==> src/rtl/wrr_pkg.sv <==
// Shared widths and quantum arithmetic for the weighted round-robin scheduler.
package wrr_pkg;

    // Widest weight field the quantum helper is sized for.
    localparam int MAX_WGT_W = 16;

    function automatic int idx_width(input int depth);
        return (depth < 2) ? 1 : $clog2(depth);
    endfunction

    function automatic int quantum_width(input int wgt_w);
        return wgt_w + 1;
    endfunction

    // A weight of w grants w+1 consecutive slots.
    function automatic logic [MAX_WGT_W:0] quantum(input logic [MAX_WGT_W-1:0] wgt);
        return {1'b0, wgt} + (MAX_WGT_W+1)'(1);
    endfunction

endpackage

==> src/rtl/rr_next_sel.sv <==
// Finds the first set bit of mask strictly after cur, wrapping modulo DEPTH
// and ending at cur itself.
module rr_next_sel #(
    parameter int DEPTH = 16,
    parameter int IDX_W = $clog2(DEPTH)
) (
    input  logic [DEPTH-1:0] mask,
    input  logic [IDX_W-1:0] cur,
    output logic [IDX_W-1:0] idx,
    output logic             found
);

    localparam logic [IDX_W:0] LAST = (IDX_W+1)'(DEPTH - 1);
    localparam logic [IDX_W:0] DEP  = (IDX_W+1)'(DEPTH);

    logic [IDX_W:0]   start;
    logic [IDX_W:0]   pos;
    logic [DEPTH-1:0] rot;
    logic [IDX_W-1:0] off;

    // DEPTH need not be a power of two, so every wrap is an explicit compare.
    always_comb begin
        // NOTE: every combinational output gets a default first, so no path leaves it unassigned (no latch).
        start = ({1'b0, cur} >= LAST) ? '0 : {1'b0, cur} + (IDX_W+1)'(1);
        rot   = DEPTH'({mask, mask} >> start);
        found = 1'b0;
        off   = '0;
        for (int j = DEPTH - 1; j >= 0; j--) begin
            if (rot[j]) begin
                found = 1'b1;
                off   = IDX_W'(j);
            end
        end
        pos = start + {1'b0, off};
        if (pos >= DEP) begin
            pos = pos - DEP;
        end
        idx = IDX_W'(pos);
    end

endmodule

==> src/rtl/wrr_sched.sv <==
// Weighted round-robin slot scheduler: ascending-index rotation where each
// active index holds rr_nxt grants for weight+1 turns.
module wrr_sched
    import wrr_pkg::*;
#(
    parameter  int DEPTH = 16,
    parameter  int WGT_W = 4,
    localparam int IDX_W = idx_width(DEPTH)
) (
    input  logic             clk,
    input  logic             rst,
    input  logic             rr_add,
    input  logic [IDX_W-1:0] rr_add_val,
    input  logic [WGT_W-1:0] rr_add_wgt,
    input  logic             rr_rmv,
    input  logic             rr_rmv_any,
    input  logic [IDX_W-1:0] rr_rmv_val,
    input  logic             rr_nxt,
    output logic [IDX_W-1:0] rr_idx,
    output logic             rr_vld,
    output logic [IDX_W:0]   rr_occup,
    output logic [WGT_W:0]   rr_credit
);

    localparam int             Q_W   = quantum_width(WGT_W);
    localparam logic [IDX_W:0] DEP_V = (IDX_W+1)'(DEPTH);

    logic [DEPTH-1:0] active;
    logic [WGT_W-1:0] wgt [DEPTH];
    logic [IDX_W-1:0] cur;
    logic [Q_W-1:0]   credit;
    logic [IDX_W:0]   occup;
    logic             vld;

    logic [DEPTH-1:0] rmv_mask;
    logic [DEPTH-1:0] add_mask;
    logic [DEPTH-1:0] active_nxt;
    logic             add_ok;
    logic [IDX_W-1:0] nsel_idx;
    logic             nsel_found;
    logic [WGT_W-1:0] nsel_wgt;
    logic [Q_W-1:0]   nsel_q;

    always_comb begin
        add_ok   = rr_add && ({1'b0, rr_add_val} < DEP_V);
        rmv_mask = '0;
        add_mask = '0;
        if (rr_rmv && vld) begin
            rmv_mask[cur] = 1'b1;
        end
        if (rr_rmv_any && ({1'b0, rr_rmv_val} < DEP_V) && active[rr_rmv_val]) begin
            rmv_mask[rr_rmv_val] = 1'b1;
        end
        if (add_ok) begin
            add_mask[rr_add_val] = 1'b1;
        end
        // An add of the same index overrides its removal.
        active_nxt = (active & ~rmv_mask) | add_mask;
    end

    rr_next_sel #(
        .DEPTH (DEPTH),
        .IDX_W (IDX_W)
    ) u_next_sel (
        .mask  (active_nxt),
        .cur   (cur),
        .idx   (nsel_idx),
        .found (nsel_found)
    );

    // A weight written this cycle is the one used if this cycle reloads that index.
    assign nsel_wgt = (add_ok && rr_add_val == nsel_idx) ? rr_add_wgt : wgt[nsel_idx];
    assign nsel_q   = Q_W'(quantum(MAX_WGT_W'(nsel_wgt)));

    always_ff @(posedge clk) begin
        // NOTE: state registers use non-blocking assignment so every update sees pre-edge values.
        if (rst) begin
            active <= '0;
            // NOTE: the weight array is small and register-built, so it is cleared on reset like any other state.
            for (int i = 0; i < DEPTH; i++) begin
                wgt[i] <= '0;
            end
            cur    <= '0;
            credit <= '0;
            occup  <= '0;
            vld    <= 1'b0;
        end else begin
            active <= active_nxt;
            if (add_ok) begin
                wgt[rr_add_val] <= rr_add_wgt;
            end
            occup <= (IDX_W+1)'($countones(active_nxt));
            vld   <= |active_nxt;

            if (!vld) begin
                if (nsel_found) begin
                    cur    <= nsel_idx;
                    credit <= nsel_q;
                end
            end else if (rmv_mask[cur]) begin
                cur    <= nsel_found ? nsel_idx : '0;
                credit <= nsel_found ? nsel_q : '0;
            end else if (rr_nxt && credit > Q_W'(1)) begin
                credit <= credit - Q_W'(1);
            end else if (rr_nxt) begin
                cur    <= nsel_idx;
                credit <= nsel_q;
            end
        end
    end

    assign rr_idx    = cur;
    assign rr_vld    = vld;
    assign rr_occup  = occup;
    assign rr_credit = credit;

endmodule

==> config.mk <==
export PLATFORM = sky130hd
export DESIGN_NAME = wrr_sched
export DESIGN_NICKNAME = d
export VERILOG_FILES = /design/src/rtl/wrr_pkg.sv /design/src/rtl/rr_next_sel.sv /design/src/rtl/wrr_sched.sv
export SDC_FILE = /design/constraint.sdc
export NUM_CORES = 1
export LEC_CHECK = 0
export CAP_MARGIN = 20
export CORE_MARGIN = 2
export CORE_UTILIZATION = 40
export DETAILED_ROUTE_END_ITERATION = 16
export PLACE_DENSITY = 0.62
export SYNTH_ARGS = -nofsm -noshare
export SYNTH_HDL_FRONTEND = slang
export SYNTH_HIERARCHICAL = 1
export SYNTH_SLANG_ARGS = --single-unit
==> constraint.sdc <==
create_clock -name clk -period 8.6 [get_ports clk]
set_input_delay 1.29 -clock clk [delete_from_list [all_inputs] [get_ports clk]]
set_output_delay 1.29 -clock clk [all_outputs]
set_load 0.05 [all_outputs]
## After elaboration in Yosys (flattened, before gate mapping)

Memory sizes are Yosys's and may differ from the RTL's.
Cells that the tools add are included.

- Add/sub/neg operators: 20
- Multiply operators: 0
- Div/mod/pow operators: 0
- Magnitude comparators: 9
- Equality and inequality tests: 4
- Shifts and indexed selects: 1
- Mux-type cells: 68
- Bitwise operators: 4
- Reduce and logical (&&, ||, !) cells: 12

Operators with widths:

| cell | number |
|---|---|
| 4-bit two-way mux | 26 |
| 16-bit two-way mux | 3 |
| 5-bit two-way mux | 7 |
| 16-bit OR | 2 |
| 32-bit by 5-bit >> shifter with 16-bit output | 1 |
| 1-bit two-way mux | 27 |
| 1-bit by 1-bit adder with 2-bit output | 8 |
| 16-bit AND | 1 |
| 16-bit NOT | 1 |
| 16-bit OR reduction | 1 |
| 4-bit by 5-bit less-than comparator with 1-bit output, second input constant | 3 |
| 2-bit by 2-bit adder with 3-bit output | 4 |
| 1-bit demux with 4-bit select | 3 |
| 4-bit by 1-bit >= comparator with 1-bit output, second input constant | 3 |
| 4-bit by 1-bit adder with 5-bit output, second input constant | 2 |
| 3-bit by 3-bit adder with 4-bit output | 2 |
| 1-bit binary-select mux with 4-bit select | 2 |
| 1-bit logical AND | 7 |
| 4-bit by 4-bit adder with 5-bit output | 1 |
| 5-bit by 4-bit adder with 5-bit output | 1 |
| 5-bit >= comparator, second input constant | 1 |
| 5-bit by 1-bit > comparator with 1-bit output, second input constant | 1 |
| 5-bit by 1-bit subtractor with 5-bit output, second input constant | 1 |
| 4-bit == test | 1 |
| other kinds (9) | 9 |

- Register bits after elaboration: 31
- Latch bits: 0
- Memory bits (writable): 64
- Memory bits (read-only): 0
- Input bits: 18
- Output and inout bits: 15
- Logic and storage cells: 124
- Memories: 1

Memories:

| memory | words | bits a word | read ports | clocked after Yosys merged registers in | write ports | RTL line | RTL |
|---|---|---|---|---|---|---|---|
| wgt | 16 | 4 | 1 | 0 | 16 | wrr_sched.sv:29 | `logic [WGT_W-1:0] wgt [DEPTH];` |

## Longest topological paths before layout

- Word-level depth: 38
- Gate-level depth with buffers: 28
- Depth with buffers taken out: 26

## By module

Netlist, hierarchy kept.

Modules (own cells, without submodules):

| module | instances | cells an instance | area each (sq um) | sequential area each (sq um) |
|---|---|---|---|---|
| wrr_sched | 1 | 472 | 5450.2 | 2542.4 |
| rr_next_sel | 1 | 232 | 1851.8 | 0.0 |

## Worst setup path before layout

No wires, ideal clock.

- Path kind: input -> register
- From: input port rr_rmv_val[2]
- To: register credit[1] (netlist: rr_credit[1])
- Library setup time: 0.120 ns
- Data arrival time: 7.254 ns
- Data required time: 8.480 ns
- Setup slack: 1.227 ns
- Stages on the path: 24
- Path buffers: 2
- Cells stage by stage: or3b_2 -> o221ai_1 -> o31a_1 -> inv_1 -> mux4_2 -> nand2_1 -> o21ai_0 -> mux4_2 -> a2111oi_4 -> a32oi_1 -> nand2_1 -> ha_1 -> a21o_1 -> a21oi_1 -> xnor2_1 -> xnor2_1 -> clkbuf_1 -> clkbuf_1 -> mux4_2 -> mux4_2 -> mux2_2 -> ha_1 -> a21boi_0 -> o31a_1

- Longest elaborated chain between the ends: 37
- Elaborated cells on any way between the ends: 66
- Those cells by class: add/sub (3); order compare (3); eq/ne (2); shift (1); mux (47); bitwise (4); reduce/logical (5); memory (1)

Ends and longest elaborated chain:

| element | RTL line | RTL |
|---|---|---|
| start, declared | wrr_sched.sv:17 | `input logic [IDX_W-1:0] rr_rmv_val,` |
| 4-bit by 5-bit less-than comparator with 1-bit output (not written as such) or 4-bit by 1-bit >= comparator with 1-bit output (tied branches) | wrr_sched.sv:52 | `rmv_mask[rr_rmv_val] = 1'b1;` |
| 1-bit logical AND (not written as such) | wrr_sched.sv:52 |  |
| 1-bit two-way mux (not written as such) | wrr_sched.sv:52 |  |
| 1-bit demux with 4-bit select | wrr_sched.sv:52 |  |
| 16-bit OR (no line) | n/a |  |
| 16-bit two-way mux * | wrr_sched.sv:51 | `if (rr_rmv_any && ({1'b0, rr_rmv_val} < DEP_V) && active[rr_rmv_val]) begin` |
| 16-bit NOT * | wrr_sched.sv:58 | `active_nxt = (active & ~rmv_mask) \| add_mask;` |
| 16-bit AND * | wrr_sched.sv:58 |  |
| [... 1 more ...] | n/a |  |
| named net active_nxt[0] | wrr_sched.sv:37 | `logic [DEPTH-1:0] active_nxt;` |
| [... 20 more ...] | n/a |  |
| named net nsel_idx[3] | wrr_sched.sv:39 | `logic [IDX_W-1:0] nsel_idx;` |
| branches (longest 2 deep; another with memory read 16 x 4 bit) | n/a |  |
| 4-bit two-way mux * | wrr_sched.sv:72 | `assign nsel_wgt = (add_ok && rr_add_val == nsel_idx) ? rr_add_wgt : wgt[nsel_idx];` |
| 4-bit by 1-bit adder with 5-bit output * | wrr_pkg.sv:17 | `return {1'b0, wgt} + (MAX_WGT_W+1)'(1);` |
| 5-bit two-way mux | wrr_sched.sv:105 | `end else if (rr_nxt) begin` |
| 5-bit two-way mux | wrr_sched.sv:103 | `end else if (rr_nxt && credit > Q_W'(1)) begin` |
| 5-bit two-way mux | wrr_sched.sv:100 | `end else if (rmv_mask[cur]) begin` |
| 5-bit two-way mux * | wrr_sched.sv:95 | `if (!vld) begin` |
| end signal, assigned | wrr_sched.sv:102 | `credit <= nsel_found ? nsel_q : '0;` |
| end signal, assigned | wrr_sched.sv:104 | `credit <= credit - Q_W'(1);` |
| end signal, assigned | wrr_sched.sv:107 | `credit <= nsel_q;` |
| end, declared | wrr_sched.sv:31 | `logic [Q_W-1:0] credit;` |

Mark *: on every way through the listed nets, which the timed path passes. The select of a mux whose other input is x is not followed.
A chain may end at the register's enable or synchronous reset.

## Worst setup path in the final report

- From: input port rr_rmv_val[1]
- To: register credit[1] (netlist: rr_credit[1])

The elaborated chain is that of the path after synthesis.

==> flow_summary.toml <==
[logic_synthesis]
synthCells = 704
ys_ff_latch = 95
ys.flop_type = "edfxtp_1"
yosys.area.top_type_share_pct = 26.32
syn-num-nets = 746
avgSynthCellArea_um2 = 10.37
ys_types = 90
yosysWarnings = 6
yosys.area.top_type = "edfxtp_1"
synth_edf_count = 64
yosys-top-cells-area = "edfxtp_1 (26%), dfxtp_1 (8.5%), mux4_2 (8.3%)"
synth-seq-area-share_pct = 34.82
synthArstFlopShare_pct = 0
synthesis.area_um2 = 7302

[timing]
finalCritPeriodShare_pct = 92.29
max_slew_margin_pct = 32.04
fmax_mhz = 126.0
clock_skew_ns = 0.007953
final-max-slew-violation-count = 0
hold_viol = 0
layout_setup_ws_ns = 0.6630
tightest_slew_ns = 1.019
finalSetupViolCount = 0
fin_crit_ns = 7.937
rsz0062_at_grt = "no"
setup-tns-final_ns = 0

[detailed_routing]
vias = 5940
vias_per_cell = 6.194
antenna_left = 0
drt_iter0_drc = 780
wl_per_cell_um = 21.28
drt_wl_total_um = 20410
drc = 0
drtPass1Iterations = 6

[placed_design]
dp_worst_setup_slack_ns = 0.4116
place_inst = 942
gp_congestion = 0.9642
hpwl_um = 15170
port_buffers = 32

[floorplanning]
core-area_um2 = 17960
die_h_um = 139.1
num_io_pins = 33
fp.dieW_um = 139.1
rows = 49
start_util_pct = 40.65
die_area_um2 = 19350

[layout]
final_cells = 959
fin_nets = 767
final_util_pct = 45.55
area_growth_syn_to_layout_pct = 12.05
drive_gt1_share_pct = 15.75
diodes = 0
layout_common_cells = "and2_1 (71), edfxtp_1 (64), nor2_1 (46)"
final_common_cell = "and2_1"

[clock_tree]
cts_max_level = 3
post_cts_buffers = 0
clk_latency_ns = 0.35
cts.clk_slew.worst_paths_ns = 0.07
cts-root-buf = "clkbuf_16"
cts.sinks = 95
ctsResizeCount = 0
cts_hold_buf = 0
tritoncts = "yes"
cts_buffers = 9
cts_max_path_buffers = 2

[worst_setup_path]
cp_slowest_stage_delay_ns = 0.68
crit_slowest_cell = "clkdlybuf4s50_1"
worst-path-max-fanout = 15
worstPathRequired_ns = 8.85
worstSetupStartpointType = "input port"
endpoint_kind = "register"
critical-path-top-delay-family = "compound AO/OA/AOI/OAI gates"
r2r-start = "rr_idx[0]"
rrSetupSlack_ns = 1.22
r2r_cells = 22
cp.arrival_ns = 8.19
r2r-end = "rr_credit[1]"
path_buf_inv = 3
critPathKind = "in -> reg"

[global_routing]
grt_first_pass_wirelength_um = 32910
grt_pass1_vias = 5682
grt_max_degree = 52
grt-ovfl-total = 0
track_usage_pct = 21.34
antenna_found_initial = 0

[worst_hold_path]
worstHoldPathType = "reg -> reg"
holdPathStages = 2
worst_hold_path.endpoint = "active[2]"
holdCritStartpoint = "active[2]"

[flow_run]
cap_violations = 0

[run_status]
status = "finished, final reports clean"
## per-layer routing
metal	wire (um)	GRT usage (%)	vias to the layer above	share of wire [%]
met4	242	3.296	0	1.2
met2	9395	33.63	305	46
met3	1581	4.006	25	7.7
li1	-	-	2698	-
met1	9188	31.33	2912	45
met5	0	0	-	0
## cells in the mapped netlist, types with 9 or more instances
master,n
o221ai_1,18
mux4_2,27
edfxtp_1,64
nand2_1,25
nand3_1,16
and2_1,71
nor3_1,12
mux2i_1,22
xor2_1,11
nand2b_1,16
ha_1,13
inv_1,34
buf_2,12
o21ai_1,9
clkbuf_1,23
dfxtp_1,31
a21oi_1,22
o21ai_0,34
fa_1,11
mux2_2,19
nor2b_1,11
nor2_1,46
## cell families (layout without fill, tap and decap cells)
| group | Yosys count | in the layout | share of synthesized area, % |
|---|---|---|---|
| mux | 72 | 72 | 15.30 |
| flops | 95 | 95 | 34.82 |
| simple gates | 246 | 246 | 19.52 |
| buf+inv | 81 | 107 | 5.140 |
| compound gates | 169 | 169 | 17.68 |
| fa+ha+maj | 24 | 24 | 5.243 |
| xor+xnor | 17 | 17 | 2.296 |
## area by class of cell
cell class / count / area [um^2]
multi-input combinational: 528 / 4384
tap: 229 / 286.5
inverter: 35 / 131.4
sequential: 95 / 2544
clock buffer: 9 / 225.2
clock inverter: 7 / 97.59
fill: 1673 / 9782
timing repair buffer: 56 / 513.0
## worst max-delay path by stage
stage | startpoint | to | cells past startpoint
floorplan | rr_rmv_val[2] | rr_credit[1] | 24
global route | rr_rmv_val[0] | rr_credit[1] | 26
CTS | rr_add_val[0] | rr_credit[1] | 25
global placement | rr_add_val[1] | rr_credit[1] | 25
finish | rr_rmv_val[1] | rr_credit[1] | 26
detailed placement | rr_rmv_val[0] | rr_credit[1] | 23
## flip-flops by register name (all words and copies together) (netlist names)
signal and cells:
wgt 64, active 16, rr_credit 5, rr_occup 5, rr_idx 4, rr_vld 1
## worst min-delay path, delay by kind of cell, from the launching register on
| kind | cells | cell delay [ns] |
|---|---|---|
| DFF | 1 | 0.32 |
| AOI/OAI and AO/OA | 2 | 0.17 |
## metrics by stage
stage / area [um^2] / hold WS, ns
2_1_floorplan: 7302 / 0.4769
3_3_place_gp: 7851 / 0.5068
3_5_place_dp: 7851 / 0.5096
4_1_cts: 8174 / 0.5242
5_1_grt: 8182 / 0.5726
6_report: 8182 / 0.5313
Power is left out: the tool's default activity adds up to more than one toggle a clock period on the data nets, which glitch-free logic cannot reach.
